File: src/rtl/bus_timer.sv
// bus_timer: memory-mapped down-counting timer behind the address bridge.
// Registers (offset = addr[4:0]): 0x00 CTRL {AUTO,EN}, 0x04 LOAD, 0x08 COUNT,
// 0x0C STATUS {EXP, write-1-to-clear}, 0x10 PRESC, 0x14-0x1C reserved (read 0).
// Build option: define TIMER_PRESCALE_EN to make PRESC a real register;
// without it PRESC is tied to 0 and a tick occurs on every enabled cycle.
module bus_timer #(
    parameter int unsigned PRESC_W  = 16,
    parameter logic [31:0] LOAD_RST = 32'd0
) (
    input  logic        clk_from_bg,
    input  logic        rst_from_bg,
    input  logic [31:0] addr_from_bg,
    input  logic        we_from_bg,
    input  logic [31:0] wdata_from_bg,
    output logic [31:0] rdata_to_bg,
    output logic        expire_pulse
);

    // RUN is exactly the EN bit of CTRL
    typedef enum logic {
        IDLE = 1'b0,
        RUN  = 1'b1
    } state_t;

    state_t              state_reg;
    logic                auto_reg;
    logic [31:0]         load_reg;
    logic [31:0]         count_reg;
    logic                exp_reg;
    logic                pulse_reg;
    logic [PRESC_W-1:0]  pc_reg;
    logic [PRESC_W-1:0]  presc_val;

    logic [2:0]          reg_sel;
    logic                wr_ctrl;
    logic                wr_load;
    logic                wr_count;
    logic                wr_status;
    logic                tick;
    logic                tick_eff;

    // Only addr[4:2] selects a register; the rest of the address is the bridge's business
    wire unused_addr = &{1'b0, addr_from_bg[31:5], addr_from_bg[1:0]};

    assign reg_sel   = addr_from_bg[4:2];
    assign wr_ctrl   = we_from_bg && (reg_sel == 3'd0);
    assign wr_load   = we_from_bg && (reg_sel == 3'd1);
    assign wr_count  = we_from_bg && (reg_sel == 3'd2);
    assign wr_status = we_from_bg && (reg_sel == 3'd3);

`ifdef TIMER_PRESCALE_EN
    logic               wr_presc;
    logic [PRESC_W-1:0] presc_reg;

    assign wr_presc = we_from_bg && (reg_sel == 3'd4);

    // Prescaler reload value; only the low PRESC_W bits are kept
    always_ff @(posedge clk_from_bg or posedge rst_from_bg) begin
        if (rst_from_bg) begin
            presc_reg <= '0;
        end else if (wr_presc) begin
            presc_reg <= wdata_from_bg[PRESC_W-1:0];
        end
    end

    assign presc_val = presc_reg;
`else
    assign presc_val = '0;
`endif

    // Tick when the prescaler counter reaches PRESC while running
    assign tick     = (state_reg == RUN) && (pc_reg == presc_val);
    // A COUNT write in the same cycle overrides whatever the tick would have done
    assign tick_eff = tick && !wr_count;

    // Prescaler counter: runs only while enabled, restarts on tick or any CTRL write
    always_ff @(posedge clk_from_bg or posedge rst_from_bg) begin
        if (rst_from_bg) begin
            pc_reg <= '0;
        end else if (wr_ctrl || (state_reg != RUN) || tick) begin
            pc_reg <= '0;
        end else begin
            pc_reg <= pc_reg + 1'b1;
        end
    end

    // Reload register; an auto-reload in the same cycle still sees the old value
    always_ff @(posedge clk_from_bg or posedge rst_from_bg) begin
        if (rst_from_bg) begin
            load_reg <= LOAD_RST;
        end else if (wr_load) begin
            load_reg <= wdata_from_bg;
        end
    end

    // Count FSM: decrement on tick, expire at zero, reload or stop; bus writes layered on top
    always_ff @(posedge clk_from_bg or posedge rst_from_bg) begin
        if (rst_from_bg) begin
            state_reg <= IDLE;
            auto_reg  <= 1'b0;
            count_reg <= LOAD_RST;
            exp_reg   <= 1'b0;
            pulse_reg <= 1'b0;
        end else begin
            pulse_reg <= 1'b0;
            // Clear first so that an expiry in the same cycle sets EXP again
            if (wr_status && wdata_from_bg[0]) begin
                exp_reg <= 1'b0;
            end
            case (state_reg)
                IDLE: begin
                    // COUNT holds
                end
                RUN: begin
                    if (tick_eff) begin
                        if (count_reg != 32'd0) begin
                            count_reg <= count_reg - 32'd1;
                        end else begin
                            exp_reg   <= 1'b1;
                            pulse_reg <= 1'b1;
                            if (auto_reg) begin
                                count_reg <= load_reg;
                            end else begin
                                state_reg <= IDLE;
                            end
                        end
                    end
                end
            endcase
            if (wr_count) begin
                count_reg <= wdata_from_bg;
            end
            // Software's CTRL write takes precedence over a one-shot self-disable
            if (wr_ctrl) begin
                state_reg <= wdata_from_bg[0] ? RUN : IDLE;
                auto_reg  <= wdata_from_bg[1];
            end
        end
    end

    assign expire_pulse = pulse_reg;

    // Zero-latency read mux; unused offsets read as zero
    always_comb begin
        rdata_to_bg = 32'd0;
        case (reg_sel)
            3'd0:    rdata_to_bg = {30'd0, auto_reg, (state_reg == RUN)};
            3'd1:    rdata_to_bg = load_reg;
            3'd2:    rdata_to_bg = count_reg;
            3'd3:    rdata_to_bg = {31'd0, exp_reg};
            3'd4:    rdata_to_bg = 32'(presc_val);
            default: rdata_to_bg = 32'd0;
        endcase
    end

endmodule

File: config.mk
export PLATFORM = sky130hd
export DESIGN_NAME = bus_timer
export DESIGN_NICKNAME = d
export VERILOG_FILES = /design/src/rtl/bus_timer.sv
export SDC_FILE = /design/constraint.sdc
export NUM_CORES = 1
export LEC_CHECK = 0
export ABC_CLOCK_PERIOD_IN_PS = 6240
export BUFFER_PORTS_ARGS = -buffer_cell sky130_fd_sc_hd__buf_2
export CORE_MARGIN = 4
export CORE_UTILIZATION = 60
export DETAILED_ROUTE_END_ITERATION = 16
export PLACE_DENSITY_LB_ADDON = 0.3
export SETUP_SLACK_MARGIN = 0.1
export SLEW_MARGIN = 20
export SYNTH_ARGS = -nofsm -noshare
export SYNTH_HDL_FRONTEND = slang
export SYNTH_SLANG_ARGS = --single-unit
File: constraint.sdc
create_clock -name clk_from_bg -period 6.24 [get_ports clk_from_bg]
set_clock_uncertainty 0.15 [all_clocks]
set_input_delay 0.936 -clock clk_from_bg [delete_from_list [all_inputs] [get_ports clk_from_bg]]
set_output_delay 0.936 -clock clk_from_bg [all_outputs]
set_load 0.01 [all_outputs]
==> impl_metrics.csv, run 1 <==
group,metric,value,unit
place,gp_congestion,0.9270,
setup_path,worstRegToRegCells,8,
setup_path,worst_path_max_delay_cell,"nor4_1",
place,hpwl,8375,µm
power_and_ir_drop,p_per_area,344.2,mW/mm²
worst_hold_path,min-delay-path-class,"reg2reg",
power_and_ir_drop,p_int,1.200,mW
setup_path,worstReg2RegStart,"pc_reg[0]",
power_and_ir_drop,power,1.922,mW
routing,vias,4427,
synth,synth_nets,586,
grt,antenna_found_initial,0,
floorplan,std_cell_rows,32,
power_and_ir_drop,p_sw,722.4,µW
cts,cts_root_buffer,"clkbuf_8",
sta,fin_crit,3402,ps
setup_path,worst_path_largest_cell_delay,930,ps
synth,syn_inst,515,
sta,rsz0062_at_grt,"false",
sta,hold_slack,325.0,ps
cts,postCtsSetupBuffers,0,
setup_path,startpoint_type,"register",
synth,netlist.area_leader.share,0.4241,
routing,wirelength,13040,µm
worst_hold_path,worstHoldStart,"pc_reg[0]",
grt,grt_pass1_vias,4449,
synth,synth-edff-count,0,
power_and_ir_drop,peakVddDrop,0.0002280,V
cts,cts_hold_buf,0,
sta,post-route-period-util,0.5453,
grt,grt_max_degree,85,
cts,cts_sinks,84,
cells_and_area,area_delta_synth_final,12.67,%
synth,synth_cell_types,58,
floorplan,start_util,0.6283,
routing,ant_nets,0,
synth,synth_area,0.004956,mm²
floorplan,coreArea,0.007888,mm²
power_and_ir_drop,pwr-share-seq,0.449,
cts,htreeDepth,3,
status,status,"complete, no violations",
sta,relSlewSlack,0.3948,
routing,drtIter0Drc,420,
routing,drc,0,
sta,fin_tns_setup,0,ps
setup_path,startpoint,"pc_reg[0]",
setup_path,cp.required,6310,ps
power_and_ir_drop,p_leak,2.418,nW
setup_path,critical_path.top_delay_family,"simple AND/OR/NAND/NOR gates",
place,port-buffer-count,70,
grt,overflow,0,
setup_path,crit_cells,8,
grt,grt_usage,0.2717,
synth,synth_area_leaders,"dfrtp_1, mux2_2, a22o_1",
cts,insertion_delay,360,ps
routing,detail_route.vias_per_cell,6.588,
sta,timing.fmax,293.9,MHz
cts,ctsResizeCount,0,
place,place_area,0.005343,mm²
worst_hold_path,whs_path_depth,1,
cells_and_area,fin_area,0.005584,mm²
power_and_ir_drop,p_comb_frac,0.311,
sta,drv_slew,0,
cells_and_area,layout-drive-gt1-share,0.2439,
setup_path,arrival,3470,ps
grt,grt_pass1_wl,21760,µm
run,cap_violations,0,
power_and_ir_drop,swShare,0.3758,
synth,yosysWarnings,0,
cts,cts_made_buffers,9,
synth,syn_avg_cell_area,9.623,µm²
routing,first_pass_iters,5,
floorplan,die_w,98.89,µm
cells_and_area,n_antenna_cell,0,
cts,cts_buffer_depth,2,
sta,hold_viol,0,
setup_path,crit_buf_inv,1,
setup_path,setup.worst_path.end_class,"register",
setup_path,crit_chain,"inv_1 > ha_1 > nor4bb_1 > nand4_1 > nand2b_1 > nor4_1 > a22oi_1 > o311ai_0",
synth,synth_top_cell_by_area,"dfrtp_1",
floorplan,io_pins,100,
cells_and_area,fin_nets,636,
routing,wire_per_inst,19.41,µm
synth,synth.top_cells.by_count,"dfrtp_1, nor2_1, nand2_1, o21ai_0",
setup_path,critPathKind,"reg2reg",
power_and_ir_drop,clock_power_share,0.240,
synth,synthArstFlopShare,1.000,
sta,worst_pin_slew,899.5,ps
floorplan,die_y,98.89,µm
setup_path,crit_fanout,19,
synth,synth_top_flop_cell,"dfrtp_1",
synth,yosysMostFrequentCell,"dfrtp_1",
synth,yosysSeqAreaShare,0.4241,
cts,cts.clk_slew.worst_paths,90,ps
floorplan,die-area,0.009778,mm²
cts,cts_tree,"built",
synth,synth-seq-cells,84,
sta,setup_viol,0,
==> metrics by stage <==
step / util / setup slack, ps / cells
after global routing: 0.7080 / 2625 / 672
after CTS: 0.7073 / 2514 / 672
final: 0.7080 / 2838 / 672
after global placement: 0.6773 / 2751 / 656
after floorplan: - / 2989 / 515
after detailed placement: 0.6773 / 2590 / 656
==> final timing paths <==
| kind | end | slack, ps |
|---|---|---|
| worst max-delay path | count_reg[27] | 2840 |
| worst min-delay path | pc_reg[0] | 330 |
| worst max register to register | count_reg[27] | 2840 |
| worst min register to register | pc_reg[0] | 330 |
| max in group asynchronous | load_reg[8] | 4790 |
| min in group asynchronous | load_reg[21] | 620 |
==> cells in the final DEF (no fill, tap or decap), types with 5 or more instances in the layout <==
| cell type | count |
|---|---|
| dfrtp_1 | 84 |
| buf_2 | 70 |
| nor2_1 | 41 |
| nand2_1 | 38 |
| o21ai_0 | 33 |
| mux2_2 | 32 |
| a22o_1 | 32 |
| a22oi_1 | 17 |
| xor2_1 | 15 |
| xnor2_1 | 15 |
| nand3_1 | 14 |
| nor3_1 | 13 |
| a21oi_1 | 13 |
| or3_1 | 12 |
| inv_1 | 12 |
| clkbuf_8 | 12 |
| nor4_1 | 9 |
| a31oi_1 | 8 |
| o211ai_1 | 8 |
| nand2b_1 | 7 |
| a221o_1 | 6 |
| and3_1 | 6 |
| or4_1 | 5 |
| buf_4 | 5 |
==> logic make-up (layout without fill, tap and decap cells) <==
logic type | Yosys count | count (layout) | share of synthesized area
simple gates | 173 | 173 | 0.1904
compound gates | 140 | 140 | 0.2005
flops | 84 | 84 | 0.4241
buf+inv | 50 | 105 | 0.04267
mux | 34 | 34 | 0.07927
xor+xnor | 30 | 30 | 0.05302
fa+ha+maj | 4 | 4 | 0.01010
==> per-layer routing <==
layer | vias up | GRT usage | wire length, µm | share of wire
met5 | - | 0 | 0 | 0
met4 | 0 | 0.09874 | 237 | 0.018
met3 | 29 | 0.04176 | 974 | 0.075
met2 | 235 | 0.4437 | 6243 | 0.48
met1 | 2142 | 0.3672 | 5588 | 0.43
li1 | 2021 | - | - | -
==> power groups by stage <==
stage / combinational (mW) / clock (mW) / sequential [mW]
finish: 0.598 / 0.461 / 0.863
floorplan: 0.493 / 0 / 0.794
global route: 0.662 / 0.486 / 0.885
global placement: 0.563 / 0 / 0.852
CTS: 0.593 / 0.463 / 0.856
detailed placement: 0.582 / 0 / 0.862
==> area by class of cell <==
class,instances,area (µm²)
sequential,84,2102
fill,596,2303
inverter,13,50.05
timing repair buffer,76,399.1
tap,102,127.6
clock inverter,3,67.56
multi-input combinational,381,2669
clock buffer,13,168.9
Note: power is estimated with default switching activity, not from simulation.
==> inputs of run 2 (changes only) <==
- ABC_AREA: not set -> 1
- ABC_CLOCK_PERIOD_IN_PS: 6240 -> 2900
- CORE_UTILIZATION: 60 -> 51
- clock period: 6.24 -> 2.9 ns (I/O delays scaled with it)
==> run 2 against run 1 <==
Clock power is 110% higher. Count of clock-buffer cells in the layout shrank 3. Sequential power is 110% higher. Die area rose by 30%. Register-to-register slack got worse by 2300 ps. Routed wire length grew 15%.
==> impl_metrics.csv, run 2 <==
group,metric,value,unit
setup_path,worst_path_largest_cell_delay,430,ps
setup_path,setup.worst_path.end_class,"register",
sta,fin_crit,2390,ps
floorplan,start_util,0.5326,
synth,yosysMostFrequentCell,"nand2_1",
power_and_ir_drop,power,4.663,mW
setup_path,startpoint_type,"register",
grt,grt_pass1_vias,5284,
setup_path,worst_path_max_delay_cell,"dfrtp_1",
grt,overflow,0,
cts,cts_hold_buf,0,
synth,synth_cell_types,34,
cells_and_area,final_common_cell,"nand2_1",
sta,timing.fmax,418.5,MHz
synth,synth_top_flop_cell,"dfrtp_1",
cells_and_area,fin_nets,989,
floorplan,std_cell_rows,37,
sta,worst_slack,510.4,ps
cts,postCtsSetupBuffers,0,
synth,synth-seq-cells,84,
floorplan,die-area,0.01266,mm²
cells_and_area,layout-drive-gt1-share,0.1365,
synth,syn_inst,851,
cts,cts.clk_slew.worst_paths,90,ps
synth,synth-edff-count,0,
synth,synth_area,0.005573,mm²
synth,synth_nets,922,
synth,synth_top_cell_by_area,"dfrtp_1",
sta,worst_pin_slew,746.1,ps
cells_and_area,final_cell_mix,"nand2_1, nor2_1, inv_1, dfrtp_1, nand3_1",
setup_path,critPathKind,"reg2reg",
synth,synth_area_leaders,"dfrtp_1, nand2_1, nor2_1",
floorplan,die_y,112.5,µm
setup_path,arrival,2500,ps
cts,cts_sinks,84,
grt,antenna_found_initial,0,
grt,grt_max_degree,42,
cells_and_area,fill_cells,1069,
synth,synth.top_cells.by_count,"nand2_1, nor2_1, inv_1, dfrtp_1, nand3_1",
cells_and_area,area_delta_synth_final,12.42,%
setup_path,crit_fanout,35,
cts,insertion_delay,370,ps
routing,drc,0,
cts,ctsResizeCount,0,
floorplan,io_pins,100,
setup_path,worstReg2RegStart,"count_reg[0]",
routing,first_pass_iters,5,
place,port-buffer-count,70,
synth,syn_avg_cell_area,6.549,µm²
routing,drtIter0Drc,444,
run,cap_violations,0,
routing,vias,5594,
power_and_ir_drop,p_per_area,744.3,mW/mm²
setup_path,r2r_setup_slack,510,ps
synth,yosysSeqAreaShare,0.3772,
synth,yosysWarnings,0,
setup_path,crit_buf_inv,2,
sta,post-route-period-util,0.8240,
setup_path,cp.required,3010,ps
place,post-place-cells,1043,
cts,cts_root_buffer,"clkbuf_8",
sta,hold_viol,0,
floorplan,coreArea,0.01046,mm²
cts,cts_buffer_depth,2,
place,hpwl,11020,µm
sta,drv_slew,0,
cells_and_area,n_antenna_cell,0,
setup_path,crit_chain,"inv_1 > ha_1 > nand2_1 > nor2_1 > nand2_4 > nor2_8 > nand2_4 > nand2_8 > inv_2 > nand3_1 > nand2_1",
place,gp_congestion,0.9641,
worst_hold_path,min-delay-path-class,"in2async",
setup_path,worstReg2RegEnd,"count_reg[14]",
synth,synthArstFlopShare,1.000,
routing,wirelength,15050,µm
routing,detail_route.vias_per_cell,5.282,
power_and_ir_drop,peakVddDrop,0.0003545,V
power_and_ir_drop,p_leak,3.431,nW
place,place_area,0.006041,mm²
status,status,"complete, no violations",
synth,netlist.area_leader.share,0.3772,
setup_path,critical_path.top_delay_family,"simple AND/OR/NAND/NOR gates",
sta,fin_tns_setup,0,ps
sta,relSlewSlack,0.5020,
routing,wire_per_inst,14.21,µm
cts,htreeDepth,3,
cts,cts_made_buffers,9,
sta,setup_viol,0,
grt,grt_usage,0.2427,
setup_path,worstRegToRegCells,11,
cells_and_area,fin_cells,1059,
grt,grt_pass1_wl,25300,µm
cells_and_area,fin_area,0.006265,mm²
floorplan,die_w,112.5,µm
cts,cts_tree,"built",
sta,rsz0062_at_grt,"false",
routing,ant_nets,0,
place,pre_cts_ws,441.2,ps
[run 2: cell count changes in the layout (fill, tap and decap cells not counted), sizes merged, moves of 12 or more]
cell,delta
a21oi,+24
a22o,-32
a22oi,-17
inv,+111
mux2,-30
nand2,+208
nand3,+71
nor2,+86
nor4,-12
o21ai,+38
or3,-12
xnor2,-14
[run 2: worst max-delay path by stage]
stage,endpoint,startpoint,cells after the start
global placement,load_reg[22],addr_from_bg[2],9
CTS,count_reg[4],count_reg[0],11
finish,count_reg[14],count_reg[0],11
detailed placement,load_reg[10],addr_from_bg[2],9
global route,count_reg[14],count_reg[0],11
floorplan,auto_reg,rst_from_bg,1
[run 2: cell type report]
type,instances,area (µm²),share of cell area
tap,136,170.2,0.02716
timing repair buffer,80,425.4,0.06790
sequential,84,2102,0.3355
inverter,123,462.9,0.07390
multi-input combinational,620,2880,0.4598
clock inverter,6,86.33,0.01378
clock buffer,10,137.6,0.02197
[run 2: power breakdown]
group	leakage, nW	internal, mW	switching [mW]	total [mW]
Sequential	1.08	1.45	0.325	1.78
Clock	0.113	0.508	0.441	0.950
Combinational	2.23	0.640	1.29	1.93
[run 2: kinds of logic after synthesis]
family	Yosys count	share of synthesized area
flip-flops	84	0.3772
XOR/XNOR	5	0.007858
buffers and inverters	147	0.1064
adder cells (fa/ha/maj)	4	0.008981
AND/OR/NAND/NOR	481	0.3747
AO/OA/AOI/OAI	128	0.1208
multiplexers	2	0.004041
[run 2: routing by layer]
metal / share of wire / global-route usage / up-vias
li1: - / - / 2844
met1: 0.47 / 0.3336 / 2533
met2: 0.45 / 0.3826 / 188
met3: 0.059 / 0.04690 / 29
met4: 0.026 / 0.08814 / 0
met5: 0 / 0 / -
[run 2: stage by stage]
step                utilization  hold slack [ps]
finish                   0.5988            9.629
global route             0.5988            66.25
CTS                      0.5988            24.27
detailed placement       0.5774            323.0
global placement         0.5774            315.0
floorplan                     -            303.0
==> inputs of run 3 (changes only) <==
- ABC_CLOCK_PERIOD_IN_PS: 2900 -> 2100
- clock period: 2.9 -> 2.1 ns (I/O delays scaled with it)
==> run 3 against run 2 <==
Routed wire length increased by 3.4%. Worst hold slack improved by 18 ps. Setup slack got worse by 350 ps. Largest cell class unchanged. Largest power group unchanged. Highest routed layer unchanged.
==> impl_metrics.csv, run 3 (synthesized netlist as in run 2, its figures left out) <==
group,metric,value,unit
cts,cts_buffer_depth,2,
sta,hold_viol,0,
cts,cts_sinks,84,
routing,detail_route.vias_per_cell,5.211,
routing,met2_length,7186,µm
cells_and_area,fin_area,0.006698,mm²
routing,first_pass_iters,5,
cts,cts_root_buffer,"clkbuf_8",
place,post-place-cells,1075,
place,place_area,0.006346,mm²
setup_path,cp.required,1630,ps
floorplan,die-area,0.01266,mm²
cells_and_area,final_cell_mix,"nand2_1, inv_1, nor2_1, dfrtp_1, nand3_1",
place,gp_congestion,0.9859,
routing,ant_nets,0,
setup_path,setup.worst_path.end_class,"output port",
sta,fin_tns_setup,0,ps
power_and_ir_drop,p_leak,3.655,nW
sta,fin_crit,1937,ps
sta,relSlewSlack,0.6885,
power_and_ir_drop,p_per_area,1043,mW/mm²
cells_and_area,layout-drive-gt1-share,0.1935,
sta,drv_slew,0,
setup_path,crit_fanout,15,
floorplan,die_w,112.5,µm
run,cap_violations,0,
sta,worst_pin_slew,467.3,ps
grt,grt_max_degree,85,
sta,rsz0062_at_grt,"true",
cells_and_area,fin_nets,1027,
setup_path,startpoint_type,"input port",
floorplan,std_cell_rows,37,
cells_and_area,area_delta_synth_final,20.18,%
routing,top_layer_used,"met4",
floorplan,coreArea,0.01046,mm²
status,status,"complete, no violations",
routing,vias,5716,
routing,drt-met1-wl,7057,µm
cells_and_area,n_antenna_cell,0,
grt,grt_usage,0.2519,
routing,drc,0,
floorplan,die_y,112.5,µm
routing,wire_per_inst,14.18,µm
setup_path,arrival,1470,ps
grt,overflow,0,
place,pre_cts_ws,64.15,ps
cts,insertion_delay,380,ps
sta,hold_slack,27.86,ps
grt,antenna_found_initial,0,
cts,htreeDepth,3,
sta,setup_viol,0,
grt,grt_pass1_wl,26290,µm
power_and_ir_drop,power,6.984,mW
worst_hold_path,worstHoldStart,"wdata_from_bg[0]",
routing,wirelength,15560,µm
routing,dr_wl_met3,1079,µm
floorplan,io_pins,100,
setup_path,worstReg2RegStart,"count_reg[11]",
cts,cts.clk_slew.worst_paths,80,ps
routing,drtIter0Drc,506,
grt,grt_pass1_vias,5401,
cts,cts_tree,"built",
sta,post-route-period-util,0.9224,
floorplan,start_util,0.5326,
sta,timing.fmax,516.2,MHz
cells_and_area,fin_cells,1097,
worst_hold_path,min-delay-path-class,"in2reg",
place,port-buffer-count,70,
sta,worst_slack,162.9,ps
cells_and_area,final_util,0.6402,
place,hpwl,11670,µm
setup_path,critPathKind,"in2out",
cells_and_area,final_common_cell,"nand2_1",
setup_path,startpoint,"addr_from_bg[2]",
cts,cts_made_buffers,9,
power_and_ir_drop,peakVddDrop,0.0005045,V
[run 3: timing repair]
action	in CTS	in global routing
cloned	0	0
setup buffers	0	5
pin swaps	0	5
gates resized for setup	6	25
hold buffers	1	0
setup endpoints to repair	22	33
endpoints found under the hold margin	84	0
[run 3: where the power goes]
group	leakage, nW	internal [mW]	switching, mW
Sequential	1.08	2.01	0.378
Clock	0.107	0.702	0.604
Combinational	2.46	1.23	2.06
[run 3: path summary, 6_finish.rpt]
path,end,slack [ps],cells past startpoint
hold reg to reg,load_reg[14],340,2
min in group asynchronous,count_reg[30],470,4
setup / recovery,rdata_to_bg[13],160,6
setup reg to reg,count_reg[29],190,10
hold / removal,count_reg[0],30,3
max in group asynchronous,count_reg[11],930,4
[run 3: layout make-up]
cell class	instances	area, µm²
Tap cell	136	170.2
Clock inverter	4	72.57
Clock buffer	12	145.1
Inverter	123	470.5
Fill cell	1020	3765
Sequential cell	84	2103
Multi-Input combinational cell	620	2944
Timing Repair Buffer	118	792.0
[run 3: metal layers]
layer	GRT usage	vias to the layer above
met2	0.3874	189
met1	0.3545	2589
met3	0.05768	21
met5	0	-
met4	0.07692	0
li1	-	2917
[run 3: critical path, stage by stage]
cell,delay [ps]
buf_2,110
nor2_2,220
nand2_1,100
buf_4,210
o21ai_0,300
buf_2,200
